File: src/rtl/bus_control_unit.sv
// Bus control unit: shares the 16-bit external memory bus between the EU and the prefetcher.
// Latency: grant on the edge after a request, done pulse on the edge that samples mem_ready (2 cycles minimum).
// Backpressure: mem_ready=0 stretches the strobe; the EU has fixed priority, so prefetch may starve.
//
// Ports:
//   clk, reset                 - clock and synchronous active-high reset
//   eu_bus_command/address/... - level-sensitive EU request (IDLE/READ/WRITE), completion via eu_done
//   pf_request/address/flush   - prefetch request for code words, completion via pf_done
//   mem_*                      - strobe/ready handshake toward external memory
//   bus_owner                  - 0 none, 1 EU, 2 prefetch
module bus_control_unit (
    input  logic        clk,
    input  logic        reset,
    input  logic [1:0]  eu_bus_command,
    input  logic [19:0] eu_bus_address,
    input  logic [15:0] eu_data_out,
    input  logic [1:0]  eu_byte_enable,
    output logic [15:0] eu_data_in,
    output logic        eu_done,
    input  logic        pf_request,
    input  logic [19:0] pf_address,
    input  logic        pf_flush,
    output logic [15:0] pf_data,
    output logic        pf_done,
    output logic        mem_strobe,
    output logic        mem_write,
    output logic [19:0] mem_address,
    output logic [1:0]  mem_byte_enable,
    output logic [15:0] mem_data_out,
    input  logic [15:0] mem_data_in,
    input  logic        mem_ready,
    output logic [1:0]  bus_owner
);

    typedef enum logic [1:0] {
        IDLE    = 2'd0,
        EU_XFER = 2'd1,
        PF_XFER = 2'd2
    } state_t;

    state_t state, state_next;

    logic eu_armed;
    logic discard;
    logic eu_cmd_active;
    logic eu_grant;
    logic pf_grant;
    logic xfer_done;

    // Encoding 3 is treated the same as IDLE.
    assign eu_cmd_active = (eu_bus_command == 2'd1) || (eu_bus_command == 2'd2);

    always_ff @(posedge clk) begin
        if (reset) begin
            state <= IDLE;
        end else begin
            state <= state_next;
        end
    end

    always_comb begin
        state_next = state;
        eu_grant   = 1'b0;
        pf_grant   = 1'b0;
        xfer_done  = 1'b0;
        case (state)
            IDLE: begin
                if (eu_armed && eu_cmd_active) begin
                    eu_grant   = 1'b1;
                    state_next = EU_XFER;
                end else if (pf_request && !pf_flush) begin
                    pf_grant   = 1'b1;
                    state_next = PF_XFER;
                end
            end
            EU_XFER, PF_XFER: begin
                if (mem_ready) begin
                    xfer_done  = 1'b1;
                    state_next = IDLE;
                end
            end
            default: state_next = IDLE;
        endcase
    end

    always_ff @(posedge clk) begin
        if (reset) begin
            eu_armed        <= 1'b1;
            discard         <= 1'b0;
            bus_owner       <= 2'd0;
            mem_strobe      <= 1'b0;
            mem_write       <= 1'b0;
            mem_address     <= 20'd0;
            mem_byte_enable <= 2'b00;
            mem_data_out    <= 16'd0;
            eu_done         <= 1'b0;
            eu_data_in      <= 16'd0;
            pf_done         <= 1'b0;
            pf_data         <= 16'd0;
        end else begin
            eu_done <= 1'b0;
            pf_done <= 1'b0;

            // Transfer fields are captured once at grant so memory sees them
            // stable even if the requester changes its inputs afterwards.
            if (eu_grant) begin
                mem_strobe      <= 1'b1;
                mem_write       <= (eu_bus_command == 2'd2);
                mem_address     <= eu_bus_address;
                mem_byte_enable <= eu_byte_enable;
                mem_data_out    <= eu_data_out;
                bus_owner       <= 2'd1;
            end else if (pf_grant) begin
                mem_strobe      <= 1'b1;
                mem_write       <= 1'b0;
                mem_address     <= pf_address;
                mem_byte_enable <= 2'b11;
                bus_owner       <= 2'd2;
            end

            if (xfer_done) begin
                mem_strobe <= 1'b0;
                mem_write  <= 1'b0;
                bus_owner  <= 2'd0;
                discard    <= 1'b0;
                if (state == EU_XFER) begin
                    eu_done <= 1'b1;
                    if (!mem_write) begin
                        eu_data_in <= mem_data_in;
                    end
                end else if (!(discard || pf_flush)) begin
                    // A flush arriving on the completing cycle also discards.
                    pf_done <= 1'b1;
                    pf_data <= mem_data_in;
                end
            end else if ((state == PF_XFER) && pf_flush) begin
                discard <= 1'b1;
            end

            // The microsequencer holds its command after completion; it must
            // be seen idle at least once before the next one is accepted.
            if (!eu_cmd_active) begin
                eu_armed <= 1'b1;
            end else if (xfer_done && (state == EU_XFER)) begin
                eu_armed <= 1'b0;
            end
        end
    end

endmodule

File: config.mk
export PLATFORM = sky130hd
export DESIGN_NAME = bus_control_unit
export DESIGN_NICKNAME = d
export VERILOG_FILES = /design/src/rtl/bus_control_unit.sv
export SDC_FILE = /design/constraint.sdc
export NUM_CORES = 1
export LEC_CHECK = 0
export ABC_AREA = 1
export CAP_MARGIN = 20
export CORE_ASPECT_RATIO = 1.5
export CORE_MARGIN = 5
export CORE_UTILIZATION = 40
export CTS_BUF_LIST = sky130_fd_sc_hd__clkbuf_4 sky130_fd_sc_hd__clkbuf_8
export CTS_CLUSTER_SIZE = 20
export DETAILED_ROUTE_END_ITERATION = 8
export DONT_BUFFER_PORTS = 1
export PLACE_DENSITY = 0.59
export SLEW_MARGIN = 20
export SYNTH_ARGS = -nofsm -noshare
export SYNTH_HDL_FRONTEND = slang
export SYNTH_SLANG_ARGS = --single-unit
File: constraint.sdc
create_clock -name clk -period 1.9 [get_ports clk]
set_input_delay 0.38 -clock clk [delete_from_list [all_inputs] [get_ports clk]]
set_output_delay 0.38 -clock clk [all_outputs]
set_load 0.02 [all_outputs]
# After elaboration in Yosys (flattened, before gate mapping)
# Cells that the tools add are included.
op_classes:
  mux: 23
  n_reduce_logical: 18
  n_bitwise: 5
  eq_ne: 6
ops:
  columns: ["operator", "count"]
  rows:
  - ["$mux 20", 2]
  - ["$mux 1", 15]
  - ["$mux 2", 5]
  - ["$reduce_or 2->1", 4]
  - ["$reduce_and 3->1", 2]
  - ["$reduce_or 3->1", 2]
  - ["$not 1->1", 5]
  - ["$eq 2x1->1 const B", 2]
  - ["$eq 2x2->1 const B", 2]
  - ["$logic_and 1x1->1", 4]
  - ["$pmux 2 s2", 1]
  - ["$ne 3x3->1 const B", 1]
  - ["$logic_not 2->1", 1]
  - ["$logic_or 1x1->1", 2]
  - ["$ne 2x2->1 const B", 1]
  - ["$reduce_and 2->1", 1]
  - ["$reduce_bool 2->1", 1]
  - ["$logic_not 1->1", 1]
word_totals:
  elab_cells: 66
  register_bits: 80
  output_inout_bits: 76
  input_bits: 81

# Depth between registers and ports, before layout
depth:
  ltp_word: 7
  ltp_mapped: 10
  mapped_depth_nobuf: 9

# Worst setup path after synthesis
# OpenSTA, ideal clock, no wires.
synth_timing:
  kind: "input to register"
  startpoint: "input eu_bus_command[0]"
  endpoint: "register mem_address[0]"
  setup_slack_ns: 0.396
  arrival_ns: 1.391
  setup_time_ns: 0.113
  t_required_ns: 1.787
  cell_stages: 10
  path_buffers: 1
  cell_sequence: "inv_1 -> ha_1 -> inv_2 -> nand2_1 -> nand3_2 -> nand2_1 -> inv_1 -> buf_2 -> nor2_1 -> nor2_1"
synth_between:
  elab_chain_cells: 6
  word_cells_on_any_way: 10
  cone_classes: "eq/ne (2); mux (5); reduce/logical (3)"
synth_lines:
  columns: ["item", "line_no", "text"]
  rows:
  - ["start, declared", "14", "input logic [1:0] eu_bus_command,"]
  - ["$eq 2x1->1 / $eq 2x2->1 (equally long branches)", "51", "assign eu_cmd_active = (eu_bus_command == 2'd1) || (eu_bus_command == 2'd2);"]
  - ["$logic_or 1x1->1 (*)", "51", null]
  - ["$logic_and 1x1->1 (*)", "68", "if (eu_armed && eu_cmd_active) begin"]
  - ["$mux 1", "68", null]
  - ["$mux 1", "66", "case (state)"]
  - ["$mux 20 / $reduce_bool 2->1 (equally long branches)", null, null]
  - ["end signal, assigned", "109", "mem_address <= eu_bus_address;"]
  - ["end signal, assigned", "116", "mem_address <= pf_address;"]
  - ["end, declared", "27", "output logic [19:0] mem_address,"]
# Mark *: on every way between the ends. The rest lies on a longest branch, timed or not.
# A chain may end at the register's enable or synchronous reset.

# Worst setup path after layout
layout_timing:
  startpoint: "register state[0]"
  endpoint: "register eu_data_in[4]"
layout_between:
  elab_chain_cells: 4
  word_cells_on_any_way: 5
  cone_classes: "eq/ne (2); mux (1); reduce/logical (2)"
layout_lines:
  columns: ["item", "line_no", "text"]
  rows:
  - ["start, declared", "41", "state_t state, state_next;"]
  - ["start signal, assigned", "57", "state <= state_next;"]
  - ["$eq 2x1->1 / $eq 2x2->1 (equally long branches)", "66, 126", null]
  - ["$reduce_or 2->1", "66", null]
  - ["$mux 1", "66", null]
  - ["$reduce_and 3->1 (no source line) (*)", null, null]
  - ["end signal, assigned", "129", "eu_data_in <= mem_data_in;"]
  - ["end, declared", "18", "output logic [15:0] eu_data_in,"]
# Marked as above.

==> metrics.txt <==
status=finished clean; Period minus WS final=1.670 ns; unique cell type count in the Yosys netlist=19; post-DP HPWL=between 6000 and 7000 microns; nature of the critical path startpoint=flip-flop; global-route wire length before repair=approximately 14000 microns; Setup Fix Bufs, Post-CTS=0; final WL=8609 microns; met3 wire length=between 900 and 1000 microns; hold_sp=reset; sw frac=31.80%; cts repair resizes=0; most frequent cells in the layout=nor2_1 (115), dfxtp_1 (80), nand2_1 (78); Clk Latency, worst-skew pair=0.34 ns; internal power=between 2000 and 3000 uW; CTS tree=done; Sequential Power Share=a little over half; proportion of layout cells with a drive suffix above 1=7.625%; Hold Path Depth=1; Pins Over Slew Limit=0; number of nets in the layout=around 540; die area=about 0.010 sq mm; drt drc=0; final hold violations=0; Clock Power Share=a little under a third; Routability Congestion=0.7783; Hold Path Sink=mem_byte_enable[1]; relative slew slack=62.62%; Logic pwr share=about 17%; Mapped Avg Cell Area=slightly above 7 sq um; WP data arrival=1.95 ns; VDD IR max=between 500 and 600 uV; unrepaired setup endpoints after global routing=false; worst-path cell chain=inv_1 > ha_1 > nand2_1 > nor2_1 > nand2_1 > inv_1 > nor2_1 > nor2_1; Worst Hold Class=input pin to flip-flop; Congestion Overflow GR=0; Clock Skew=about 0.0041 ns; 1st-pass router iterations=4; Port Buffer Count=0; Critical Path RT=2.18 ns; CP Buf/Inv Count=2; Sum Neg Setup Slack=0 ns; r2r worst-path depth=8; Longest Clk Path Bufs=2; Max Clk Rate=between 500 and 600 MHz; Slew @ Worst Pin=0.5600 ns; Mapped Cells=between 400 and 500; initial antenna violation count=0; Via density=5.007; Post-DRT Antenna Nets=0; Area contributors post-synth=dfxtp_1 (48%), nor2_1 (13%), nand2_1 (9.0%); Clock transition at path regs=0.08 ns; wl on met1=3252 microns; FF-to-FF End=eu_data_in[4]; Vias=~2800; final setup violation count=0; Num Clock Sinks=80; Slowest Stage Delay on Critical Path=~0.42 ns; I/O pin count=between 150 and 200; share of the synthesized area in the top cell type=48.47%; CP Max Fanout=16; cell chosen for the clock root=clkbuf_8; synthesized cell area=0.003304 sq mm; area grow syn2layout=10.37%; WS Path Type=flip-flop to flip-flop; Seq/Total Area, Yosys=approximately 48%; FF+latch count, synth=80; Initial DRC Count=100; Synth Warn #=0; Die W=between 80 and 90 microns; Slowest cell on crit path=inv_1; Reg2Reg Setup Slack=about 0.23 ns; core area=approximately 0.008 sq mm; Starting Density=about two fifths; Detail Route met2 WL=between 4000 and 5000 microns; commonest non-fill, non-tap cell in the layout=nor2_1; Min Hold Slack=0.1028 ns; hold buffers post-CTS=0; Max Used Layer=met4; Leakage=roughly 0.0016 uW; H-tree levels=3; pin count of the biggest net entering global routing=58; Net Sw Power=about 1300 uW; Yosys top cell by area=dfxtp_1; worst r2r src=state[0]; Worst setup EP type=flip-flop; crit share post-route=between 80% and 90%; Die Height=around 120 microns; Crit path max-delay family=buffers and inverters; vias in the first global route=~2700; Num CTS Buffers=9; crit path from=state[0]; Max-Cap Viols=0; row cnt=40; Routed WL per cell=15.26 microns; Net Count, Synth=between 500 and 600; GRT Overall Usage=16.72%; most frequent CP cell=nor2_1; n_diodes=0; power per standard cell area=1136 mW/mm^2
==> cell usage after synthesis (all sizes together) <==
| cell | count |
|---|---|
| a21oi | 22 |
| buf | 20 |
| clkbuf | 9 |
| dfxtp | 80 |
| ha | 4 |
| inv | 32 |
| nand2 | 79 |
| nand3 | 25 |
| nand3b | 20 |
| nor2 | 116 |
| nor3 | 1 |
| o21ai | 50 |
| o21bai | 1 |
==> worst max-delay path by stage <==
stage               slack, ns  cells past startpoint              to
floorplan                0.40                     10  mem_address[0]
global placement         0.25                     10  mem_address[7]
detailed placement       0.17                     10  mem_address[8]
CTS                      0.20                      8   eu_data_in[4]
global route             0.01                      8   eu_data_in[4]
finish                   0.23                      8   eu_data_in[4]
==> cells by family (layout without fill, tap and decap cells) <==
| family | Yosys count | in the layout | share of synthesized area (%) |
|---|---|---|---|
| compound gates | 73 | 73 | 11.13 |
| buf+inv | 61 | 61 | 8.027 |
| simple gates | 241 | 241 | 30.86 |
| flops | 80 | 80 | 48.47 |
| fa+ha+maj | 4 | 4 | 1.515 |
==> worst register-to-register path, stage by stage, from the launching register on <==
cell and delay (ns):
dfxtp_1 0.36, inv_1 0.07, ha_1 0.30, nand2_1 0.09
nor2_1 0.09, nand2_1 0.07, inv_1 0.42, nor2_1 0.08
nor2_1 0.13
==> per-layer routing <==
| metal | global-route usage (%) | up-vias |
|---|---|---|
| met1 | 18.07 | 1256 |
| met4 | 7.948 | 0 |
| met2 | 28.61 | 118 |
| met5 | 0 | - |
| li1 | - | 1442 |
| met3 | 6.250 | 8 |
==> layout make-up <==
class,instances,area [sq um]
Multi-Input combinational cell,318,1440
Fill cell,842,4410
Sequential cell,80,1602
Clock inverter,3,40.04
Inverter,32,120.1
Tap cell,105,131.4
Clock buffer,13,166.4
Timing Repair Buffer,13,147.6
==> through the flow <==
stage / util [%] / instance area [sq um] / worst slack (ns) / instances / total power [uW]
floorplan: - / 3304 / 0.3962 / 459 / 2712
detailed placement: 42.70 / 3441 / 0.1671 / 548 / 2910
finish: 45.26 / 3647 / 0.2297 / 564 / 4142
CTS: 45.26 / 3647 / 0.1952 / 564 / 4206
global placement: 42.70 / 3441 / 0.2528 / 548 / 2890
global route: 45.26 / 3647 / 0.01149 / 564 / 4401
==> power by group through the flow <==
stage	clock network, uW	logic, uW	registers (uW)
after global placement	0	671	2220
after global routing	1410	793	2200
final	1290	682	2170
after CTS	1330	693	2180
after floorplan	0	544	2170
after detailed placement	0	690	2220
==> registers in the layout, summed over array words and instances, names as in the netlist <==
signal	flops
eu_data_in	16
discard	1
eu_done	1
pf_data	16
bus_owner	2
mem_data_out	16
eu_armed	1
mem_address	20
pf_done	1
state	2
mem_strobe	1
mem_write	1
mem_byte_enable	2
Note: power is estimated with default switching activity, not from simulation.
